File: src/rtl/x_mem_pkg.sv
// Shared types and helpers for the double-buffered solver x-vector memory.
// Imported by the bank sub-module and the top level.
package x_mem_pkg;

    typedef enum logic {
        ST_IDLE  = 1'b0,
        ST_CLEAR = 1'b1
    } state_t;

    typedef enum logic {
        MODE_JACOBI = 1'b0,
        MODE_GS     = 1'b1
    } mode_t;

    // Bit offset of lane k inside a LANES*ELEM_W read beat.
    function automatic int unsigned lane_lsb(input int unsigned lane, input int unsigned elem_w);
        return lane * elem_w;
    endfunction

endpackage

File: src/rtl/x_mem_bank.sv
// One x-vector bank: LANES independent element-wide RAM columns, so a single
// element write and an aligned LANES-wide read can share one cycle.
module x_mem_bank
    import x_mem_pkg::*;
#(
    parameter int    ELEM_W    = 32,
    parameter int    DEPTH     = 64,
    parameter int    LANES     = 4,
    parameter string INIT_FILE = "",
    parameter int    ADDR_W    = $clog2(DEPTH)
) (
    input  logic                                clk,
    input  logic                                wr_en,
    input  logic [ADDR_W-1:0]                   wr_addr,
    input  logic [ELEM_W-1:0]                   wr_data,
    input  logic                                zero_en,
    input  logic [ADDR_W-$clog2(LANES)-1:0]     zero_row,
    input  logic                                rd_en,
    input  logic [ADDR_W-$clog2(LANES)-1:0]     rd_row,
    output logic [LANES*ELEM_W-1:0]             rd_data
);

    localparam int LANE_W = $clog2(LANES);
    localparam int ROW_W  = ADDR_W - LANE_W;
    localparam int ROWS   = DEPTH / LANES;

    logic [ROW_W-1:0]  wr_row;
    logic [LANE_W-1:0] wr_lane;

    assign wr_row  = wr_addr[ADDR_W-1:LANE_W];
    assign wr_lane = wr_addr[LANE_W-1:0];

    generate
        for (genvar gi = 0; gi < LANES; gi++) begin : g_lane
            logic [ELEM_W-1:0] mem_reg [ROWS];
            logic [ELEM_W-1:0] rd_reg;
            logic              lane_we;

            assign lane_we = wr_en && (wr_lane == LANE_W'(gi));

            // Zero-fill and element writes never overlap, so one write port suffices.
            always_ff @(posedge clk) begin
                if (zero_en) begin
                    mem_reg[zero_row] <= '0;
                end else if (lane_we) begin
                    mem_reg[wr_row] <= wr_data;
                end
                if (rd_en) begin
                    rd_reg <= mem_reg[rd_row];
                end
            end

            assign rd_data[lane_lsb(gi, ELEM_W) +: ELEM_W] = rd_reg;
        end
    endgenerate

endmodule

File: src/rtl/x_vector_mem.sv
// Double-buffered x-vector store: Jacobi (read old bank until swap) or
// Gauss-Seidel (in place with same-cycle write forwarding), plus bank zero-fill.
module x_vector_mem
    import x_mem_pkg::*;
#(
    parameter int    ELEM_W    = 32,
    parameter int    DEPTH     = 64,
    parameter int    LANES     = 4,
    parameter string INIT_FILE = "",
    parameter int    ADDR_W    = $clog2(DEPTH)
) (
    input  logic                     clk,
    input  logic                     rst_n,
    input  logic                     mode,
    input  logic                     wr_valid,
    output logic                     wr_ready,
    input  logic [ADDR_W-1:0]        wr_addr,
    input  logic [ELEM_W-1:0]        wr_data,
    input  logic                     rd_req_valid,
    output logic                     rd_req_ready,
    input  logic [ADDR_W-1:0]        rd_base,
    output logic                     rd_valid,
    output logic [LANES*ELEM_W-1:0]  rd_data,
    input  logic                     swap,
    input  logic                     clear,
    output logic                     busy,
    output logic                     done,
    output logic                     addr_err
);

    localparam int               LANE_W    = $clog2(LANES);
    localparam int               ROW_W     = ADDR_W - LANE_W;
    localparam int               ROWS      = DEPTH / LANES;
    localparam logic [ADDR_W:0]  DEPTH_LIM = (ADDR_W+1)'(DEPTH);
    localparam logic [ROW_W-1:0] LAST_ROW  = ROW_W'(ROWS - 1);

    state_t            state_reg, state_next;
    logic              wsel_reg, wsel_next;
    logic [ROW_W-1:0]  clr_row_reg, clr_row_next;
    logic              clr_both_reg, clr_both_next;
    logic              done_reg, done_next;
    logic              addr_err_reg;
    logic              rd_valid_reg;
    logic              rd_zero_reg;
    logic              rsel_reg;
    logic [LANES-1:0]  fwd_mask_reg;
    logic [ELEM_W-1:0] fwd_data_reg;

    mode_t             cur_mode;
    logic              idle, wr_fire, rd_fire, wr_in_range, wr_commit, rsel;
    logic              fwd_row_hit, unused_lane_bits;
    logic [ROW_W-1:0]  rd_row;
    logic [LANES-1:0]  fwd_mask;
    logic [1:0][LANES*ELEM_W-1:0] bank_rd_data;
    logic [LANES*ELEM_W-1:0]      sel_data;

    assign cur_mode         = mode_t'(mode);
    assign idle             = (state_reg == ST_IDLE);
    assign wr_fire          = wr_valid && idle;
    assign rd_fire          = rd_req_valid && idle;
    assign wr_in_range      = ({1'b0, wr_addr} < DEPTH_LIM);
    assign wr_commit        = wr_fire && wr_in_range;
    assign rd_row           = rd_base[ADDR_W-1:LANE_W];
    assign unused_lane_bits = ^rd_base[LANE_W-1:0];
    assign rsel             = (cur_mode == MODE_GS) ? wsel_reg : ~wsel_reg;
    assign fwd_row_hit      = (cur_mode == MODE_GS) && wr_commit && (wr_addr[ADDR_W-1:LANE_W] == rd_row);

    always_comb begin
        state_next    = state_reg;
        wsel_next     = wsel_reg;
        clr_row_next  = clr_row_reg;
        clr_both_next = clr_both_reg;
        done_next     = 1'b0;
        case (state_reg)
            ST_IDLE: begin
                if (clear) begin
                    state_next    = ST_CLEAR;
                    clr_row_next  = '0;
                    clr_both_next = (cur_mode == MODE_GS);
                end else if (swap && (cur_mode == MODE_JACOBI)) begin
                    wsel_next = ~wsel_reg;
                    done_next = 1'b1;
                end
            end
            ST_CLEAR: begin
                clr_row_next = clr_row_reg + 1'b1;
                if (clr_row_reg == LAST_ROW) begin
                    state_next = ST_IDLE;
                    done_next  = 1'b1;
                end
            end
            default: state_next = ST_IDLE;
        endcase
    end

    always_ff @(posedge clk) begin
        if (!rst_n) begin
            state_reg    <= ST_IDLE;
            wsel_reg     <= 1'b0;
            clr_row_reg  <= '0;
            clr_both_reg <= 1'b0;
            done_reg     <= 1'b0;
            addr_err_reg <= 1'b0;
            rd_valid_reg <= 1'b0;
            rd_zero_reg  <= 1'b1;
            rsel_reg     <= 1'b0;
            fwd_mask_reg <= '0;
            fwd_data_reg <= '0;
        end else begin
            state_reg    <= state_next;
            wsel_reg     <= wsel_next;
            clr_row_reg  <= clr_row_next;
            clr_both_reg <= clr_both_next;
            done_reg     <= done_next;
            rd_valid_reg <= rd_fire;
            if (wr_fire && !wr_in_range) begin
                addr_err_reg <= 1'b1;
            end
            // Read-side selectors are captured with the request so rd_data holds between reads.
            if (rd_fire) begin
                rd_zero_reg  <= 1'b0;
                rsel_reg     <= rsel;
                fwd_mask_reg <= fwd_mask;
                fwd_data_reg <= wr_data;
            end
        end
    end

    generate
        for (genvar gi = 0; gi < 2; gi++) begin : g_bank
            x_mem_bank #(
                .ELEM_W   (ELEM_W),
                .DEPTH    (DEPTH),
                .LANES    (LANES),
                .INIT_FILE(INIT_FILE),
                .ADDR_W   (ADDR_W)
            ) u_bank (
                .clk     (clk),
                .wr_en   (wr_commit && (wsel_reg == 1'(gi))),
                .wr_addr (wr_addr),
                .wr_data (wr_data),
                .zero_en ((state_reg == ST_CLEAR) && (clr_both_reg || (wsel_reg == 1'(gi)))),
                .zero_row(clr_row_reg),
                .rd_en   (rd_fire),
                .rd_row  (rd_row),
                .rd_data (bank_rd_data[gi])
            );
        end
    endgenerate

    assign sel_data = rsel_reg ? bank_rd_data[1] : bank_rd_data[0];

    generate
        for (genvar gi = 0; gi < LANES; gi++) begin : g_out
            assign fwd_mask[gi] = fwd_row_hit && (wr_addr[LANE_W-1:0] == LANE_W'(gi));
            assign rd_data[lane_lsb(gi, ELEM_W) +: ELEM_W] =
                rd_zero_reg      ? '0 :
                fwd_mask_reg[gi] ? fwd_data_reg :
                                   sel_data[lane_lsb(gi, ELEM_W) +: ELEM_W];
        end
    endgenerate

    assign wr_ready     = idle;
    assign rd_req_ready = idle;
    assign rd_valid     = rd_valid_reg;
    assign busy         = (state_reg == ST_CLEAR);
    assign done         = done_reg;
    assign addr_err     = addr_err_reg;

endmodule

File: config.mk
export PLATFORM = sky130hd
export DESIGN_NAME = x_vector_mem
export DESIGN_NICKNAME = d
export VERILOG_FILES = /design/src/rtl/x_mem_pkg.sv /design/src/rtl/x_mem_bank.sv /design/src/rtl/x_vector_mem.sv
export SDC_FILE = /design/constraint.sdc
export NUM_CORES = 2
export LEC_CHECK = 0
export CORE_MARGIN = 2
export CORE_UTILIZATION = 35
export DETAILED_ROUTE_END_ITERATION = 8
export GPL_TIMING_DRIVEN = 0
export PLACE_DENSITY_LB_ADDON = 0.15
export SYNTH_ARGS = -nofsm -noshare
export SYNTH_HDL_FRONTEND = slang
export SYNTH_SLANG_ARGS = --single-unit
File: constraint.sdc
create_clock -name clk -period 12.3 [get_ports clk]
set_clock_uncertainty 0.1 [all_clocks]
set_input_delay 1.845 -clock clk [delete_from_list [all_inputs] [get_ports clk]]
set_output_delay 1.845 -clock clk [all_outputs]
set_load 0.05 [all_outputs]
# --- Word level (Yosys, flattened, before mapping) ---
# Memory sizes are Yosys's and may differ from the RTL's. A register that Yosys moved wholly into a read port is not among the register bits.
# Index checks and enable logic that the tools add are counted.
word_totals:
  output_inout_bits: 134
  ramBits: 4096
  ff_bits: 47
  in_bits: 51
  elab_cells: 134
  n_memories: 8
mem_list:
  columns: ["name", "words", "width", "rd", "rd_ports_with_merged_regs", "write_ports", "line_no", "source"]
  rows:
  - ["g_bank[0].u_bank.g_lane[0].mem_reg", 16, 32, 1, 1, 1, "x_mem_bank.sv:35", "logic [ELEM_W-1:0] mem_reg [ROWS];"]
  - ["g_bank[0].u_bank.g_lane[1].mem_reg", 16, 32, 1, 1, 1, "x_mem_bank.sv:35", null]
  - ["g_bank[0].u_bank.g_lane[2].mem_reg", 16, 32, 1, 1, 1, "x_mem_bank.sv:35", null]
  - ["g_bank[0].u_bank.g_lane[3].mem_reg", 16, 32, 1, 1, 1, "x_mem_bank.sv:35", null]
  - ["g_bank[1].u_bank.g_lane[0].mem_reg", 16, 32, 1, 1, 1, "x_mem_bank.sv:35", null]
  - ["g_bank[1].u_bank.g_lane[1].mem_reg", 16, 32, 1, 1, 1, "x_mem_bank.sv:35", null]
  - ["+2 memories", null, null, null, null, null, null, null]
classes:
  reduce_logical: 34
  n_bitwise: 4
  n_eq_ne: 6
  n_addsub: 1
  mux: 71
op_table:
  columns: ["operator", "count"]
  rows:
  - ["2-to-1 mux 32 bit", 16]
  - ["OR reduction 32 bit", 8]
  - ["2-to-1 mux 128 bit", 1]
  - ["2-to-1 mux 1 bit", 42]
  - ["2-to-1 mux 4 bit", 9]
  - ["logical AND 1 bit", 21]
  - ["one-hot mux 4 bit (2 select lines)", 1]
  - ["adder 4 x 1 -> 4 bit (second input constant)", 1]
  - ["== test 2 bit (second input constant)", 2]
  - ["== test 4 bit", 1]
  - ["== test 4 bit (second input constant)", 1]
  - ["NOT 1 bit", 4]
  - ["one-hot mux 1 bit (2 select lines)", 2]
  - ["AND reduction 3 bit", 1]
  - ["== test 2 x 1 -> 1 bit (second input constant)", 1]
  - ["zero test 2 bit", 1]
  - ["logical OR 1 bit", 2]
  - ["!= test 2 bit (second input constant)", 1]
  - ["AND reduction 2 bit", 1]

# --- Logic depth before layout (Yosys ltp) ---
depth:
  word_depth: 9
  depth_mapped: 9
  ltp_nobuf: 5

# --- By module ---
# Synthesis repeated with hierarchy kept, for this count alone.
unflattened:
  hier_cells: 7591
  hier_area_um2: 171167.9
modules_own_cells:
  columns: ["module", "area_per_inst_um2", "seq_area_each_um2", "n_inst", "cells_per_inst"]
  rows:
  - ["x_mem_bank at g_bank[0].u_bank", 82681.8, 65342.7, 1, 3469]
  - ["x_mem_bank at g_bank[1].u_bank", 82628.0, 65342.7, 1, 3473]
  - ["x_vector_mem", 5858.1, 940.9, 1, 649]

# --- Worst setup path after synthesis ---
# Ideal clock, no wire load.
synth_path:
  kind: "in2reg"
  from: "input port rd_req_valid"
  to: "register g_bank[0].u_bank.g_lane[0].rd_reg[0], read port of g_bank[0].u_bank.g_lane[0].mem_reg, enable pin"
  required_ps: 11480
  path_slack_ps: 2333
  arrival_time_ps: 9147
  stages: 3
  cell_sequence: "nand2b_1 clkinv_1 clkbuf_1"
synth_via:
  elab_chain_cells: 1
synth_lines:
  columns: ["item", "line_no", "source"]
  rows:
  - ["start: declaration", "x_vector_mem.sv:19", "input logic rd_req_valid,"]
  - ["logical AND 1 bit", "x_vector_mem.sv:60", "assign rd_fire = rd_req_valid && idle;"]
  - ["net g_bank[0].u_bank.rd_en", "x_mem_bank.sv:18", "input logic rd_en,"]
  - ["end: declaration", "x_mem_bank.sv:36", "logic [ELEM_W-1:0] rd_reg;"]
# The timed path passes the listed nets, and every way through them passes these cells.
# A chain may end at the register's enable or synchronous reset.

# --- Worst setup path after layout ---
layout_path:
  from: "register rsel_reg"
  to: "output port rd_data[94]"
layout_via:
  elab_chain_cells: 3
layout_lines:
  columns: ["item", "line_no", "source"]
  rows:
  - ["start: declaration", "x_vector_mem.sv:45", "logic rsel_reg;"]
  - ["start signal: assignment", "x_vector_mem.sv:122", "rsel_reg <= rsel;"]
  - ["2-to-1 mux 128 bit", "x_vector_mem.sv:151", "assign sel_data = rsel_reg ? bank_rd_data[1] : bank_rd_data[0];"]
  - ["2-to-1 mux 32 bit", "x_vector_mem.sv:158", "fwd_mask_reg[gi] ? fwd_data_reg :"]
  - ["2-to-1 mux 32 bit", "x_vector_mem.sv:157", "rd_zero_reg ? '0 :"]
  - ["end: declaration", "x_vector_mem.sv:23", "output logic [LANES*ELEM_W-1:0] rd_data,"]
# No other way between the ends.

==> summary by stage <==
Synth
The fraction of registers with async set/reset is 0%. After synthesis the cells add up to 169000 sq um. The net count after synthesis is 8230.

In this run, synthesis inferred 4352 flip-flops with an integrated enable. Sequential cells were found to cover 77.7% of the synthesized design area. The cell count after synthesis came out at 8178.

The number of distinct library cell variants in the gate-level netlist after synthesis is 49. For this run, the number of Yosys warnings is 0. The synthesized design contains 4399 register bits. The mean post-synth cell area is 20.7 sq um.

The prevailing post-synth register cell is sky130_fd_sc_hd__edfxtp_1.

Placement
The cell count after placement is 14986. The number of port buffers is 173. At the placement stage, the worst setup path has a slack of 5.24 ns. The final estimated routing congestion in global placement is 0.944.

The sum of net half-perimeters after detailed placement is 452000 microns.

Timing
The number of endpoints with negative hold slack in the final report was 0. The measured slew at the worst slew-check pin is 1.79 ns. The final critical path time including I/O delays and setup is 8.02 ns.

Hold timing on the final database bottoms out at a slack of 0.461 ns. The count of final setup violators is 0. The final number of max-transition violations is 143.

Dividing the final minimum period by the clock period gives 65.2%. Setup repair after global routing left no endpoint under its margin. Based on the critical path, the design can be clocked at up to 125 MHz.

Setup slack on the critical path of the routed design comes to 4.28 ns. Measured against its own limit, the worst slew margin works out to -19.6%.

Clock tree
After clock tree synthesis, the clock-pin slew on the worst setup and hold paths is 0.06 ns. The tree built by TritonCTS fans out to 4399 sinks. Counting the buffers created by CTS gives 463. The insertion delay of the later-clocked pin in the worst-skew pair is 1.02 ns. The clock tree root driver cell is sky130_fd_sc_hd__clkbuf_16. The number of buffers inserted for hold repair after clock tree synthesis is 0. TritonCTS built the clock tree. The clock tree synthesis step divided the H-tree into 5 levels. The maximum buffer depth of the clock tree is 4. Post-CTS repair changed the size of 0 cells.

The post-CTS setup buffer count is 0.

Detailed routing
The first-pass iteration count of the detailed router is 8. The final routed wire length divided by cell count is 40.5 microns. The residual antenna-violating net count after detailed routing is 0. After detailed routing, the number of remaining DRC violations is 0. The via count normalized by instance count is 5.85. The count of vias placed by the detailed router is 93322. The total routed wirelength is 647000 microns. In this run, the number of DRC markers left after iteration 0 of detailed routing was 14572.

Pwr
For this design the total switching power over the nets is 0.00765 W. In this run switching power makes up 23.5% of total power. Sequential cells burn 51.1% of the power.

The worst supply voltage drop on vdd is 0.000125 V. The relative contribution of combinational cells to total power is 6.5%. The total power per unit cell area is 163 nW/um^2.

The leakage power summed over all cells is 63.7 nW. Internal power comes to 0.0249 W. Of the total power, the clock network draws 42.4%.

Run status
The final reports fail on max-capacitance violations, max-slew violations. The run finished, with violations left.

Floorplan
The initial utilization of the core area, before any placement, comes to 35.1%. The die boundary width is 700 microns. The initialized floorplan defines 255 standard-cell rows. The floorplan die height is 700 microns. 185 I/O pins were placed. After floorplanning, the core was sized to cover 482000 sq um. The area of the die is 490000 sq um.

Worst setup path
STA classifies the critical path endpoint as a primary output. The top fanout value on the critical path is 12. The type of the worst setup path is reg2out. The required time at the worst-slack endpoint is 10.35 ns. STA classifies the critical path startpoint as a register. At the worst endpoint, the arrival time is 6.07 ns.

GRT
The via count of the first global-routing pass came to 88764. For this run the aggregate overflow at the end of global routing stands at 0. The initial antenna violation count is 122. The overall fraction of global-route tracks in use is 25.9%. The first global-routing pass estimated 840000 microns of wire. Entering global routing, the biggest net connects 56 pins.

Job
The tool flagged a number of max-cap violations equal to 17.

Finish
Leaving out fill and tap cells, the most frequent cell in the layout is sky130_fd_sc_hd__edfxtp_1. The layout net count is 9079. The register with the most flip-flops in the layout has 4096 of them. The filler-free cell count of the finished design is 15964. From synthesis to final layout, the design area changed by 17.9%. The top cell types in the final layout, fill and taps aside, are sky130_fd_sc_hd__edfxtp_1, sky130_fd_sc_hd__mux4_2, sky130_fd_sc_hd__clkbuf_16. Of the cells placed in the final design, the portion with a size suffix greater than 1 is 22.9%.

Worst hold path
In this run the worst hold path is classified as reg2reg.
[worst max-delay path, cell delays in order (launching register included)]
cell and delay [ns]:
sky130_fd_sc_hd__dfxtp_1 0.44, sky130_fd_sc_hd__clkbuf_1 0.17, sky130_fd_sc_hd__clkbuf_2 0.80, sky130_fd_sc_hd__buf_2 0.68, sky130_fd_sc_hd__mux2i_1 0.16, sky130_fd_sc_hd__nor2_1 0.47, sky130_fd_sc_hd__a21oi_1 0.08, sky130_fd_sc_hd__nor2_1 1.18
sky130_fd_sc_hd__clkdlybuf4s50_1 1.01
[cell usage after synthesis, drive strengths merged (4+ instances only)]
library cell | instances | share of area [%]
o22ai | 35 | 0.13
a211oi | 28 | 0.12
edfxtp | 4352 | 77
xor2 | 4 | 0.021
mux2i | 460 | 2.7
nand2b | 4 | 0.015
clkbuf | 238 | 0.53
mux4 | 893 | 12
nand2 | 288 | 0.64
nand3 | 35 | 0.10
a22oi | 436 | 1.9
dfxtp | 47 | 0.56
a21boi | 38 | 0.17
nor2 | 402 | 0.89
o21ai | 9 | 0.027
o221ai | 22 | 0.11
nor4 | 7 | 0.051
nor3 | 12 | 0.044
a21oi | 265 | 0.78
nor2b | 49 | 0.18
a32oi | 7 | 0.036
inv | 6 | 0.013
and2 | 265 | 0.98
buf | 252 | 0.86
[final timing paths]
path,start,to,slack (ns),cells past startpoint
worst max-delay path,rsel_reg$_SDFFE_PN0P_,rd_data[94],4.28,8
worst min-delay path,fwd_data_reg[3]$_SDFFE_PN0P_,fwd_data_reg[3]$_SDFFE_PN0P_,0.46,2
worst max register to register,busy$_SDFF_PN0_,g_bank[0].u_bank.g_lane[0].mem_reg[5][10]$_DFFE_PP_,7.40,6
worst min register to register,fwd_data_reg[3]$_SDFFE_PN0P_,fwd_data_reg[3]$_SDFFE_PN0P_,0.46,2
[per-stage QoR]
| stage | area [sq um] | util, % | TNS [ns] | total power [W] |
|---|---|---|---|---|
| after CTS | 199000 | 41.3 | 0 | 0.0326 |
| final | 200000 | 41.4 | 0 | 0.0325 |
| after global routing | 199000 | 41.4 | 0 | 0.0332 |
| after global placement | 179000 | 37.2 | -1838.19 | 0.0189 |
| after floorplan | 169000 | - | 0 | 0.0178 |
| after detailed placement | 185000 | 38.3 | 0 | 0.0190 |
[metal layers]
layer | global-route usage [%] | vias up | wire length (microns)
li1 | - | 35637 | -
met1 | 35.1 | 50514 | 253000
met2 | 38.8 | 6030 | 290000
met3 | 7.77 | 1121 | 75400
met4 | 11.0 | 20 | 28600
met5 | 0.765 | - | 633
[layout make-up]
type / instances / area [sq um]
antenna: 131 / 328
buffer: 490 / 2430
clock buffer: 561 / 12100
clock inverter: 285 / 2560
fill: 42346 / 283000
inverter: 9 / 33.8
multi-input combinational: 3280 / 36400
sequential: 4399 / 132000
tap: 6425 / 8040
timing repair buffer: 384 / 6220
[logic make-up (layout without fill, tap and decap cells)]
kind of cell	after synthesis	in the layout	share of synthesized area, %
mux	1354	1354	14.6
buf+inv	499	1729	1.41
compound gates	850	850	3.36
flops	4399	4399	77.7
other cells	1	132	0.00221
xor+xnor	6	6	0.0310
fa+ha+maj	1	1	0.00738
simple gates	1068	1068	2.93
[power groups by stage]
| stage | combinational, W | sequential, W | clock [W] |
|---|---|---|---|
| 6_report | 0.00210 | 0.0166 | 0.0138 |
| 5_1_grt | 0.00213 | 0.0166 | 0.0145 |
| 4_1_cts | 0.00206 | 0.0166 | 0.0139 |
| 3_5_place_dp | 0.00206 | 0.0169 | 0 |
| 3_3_place_gp | 0.00198 | 0.0170 | 0 |
| 2_1_floorplan | 0.000969 | 0.0168 | 0 |
No activity file was read; power rests on OpenSTA's default activity.
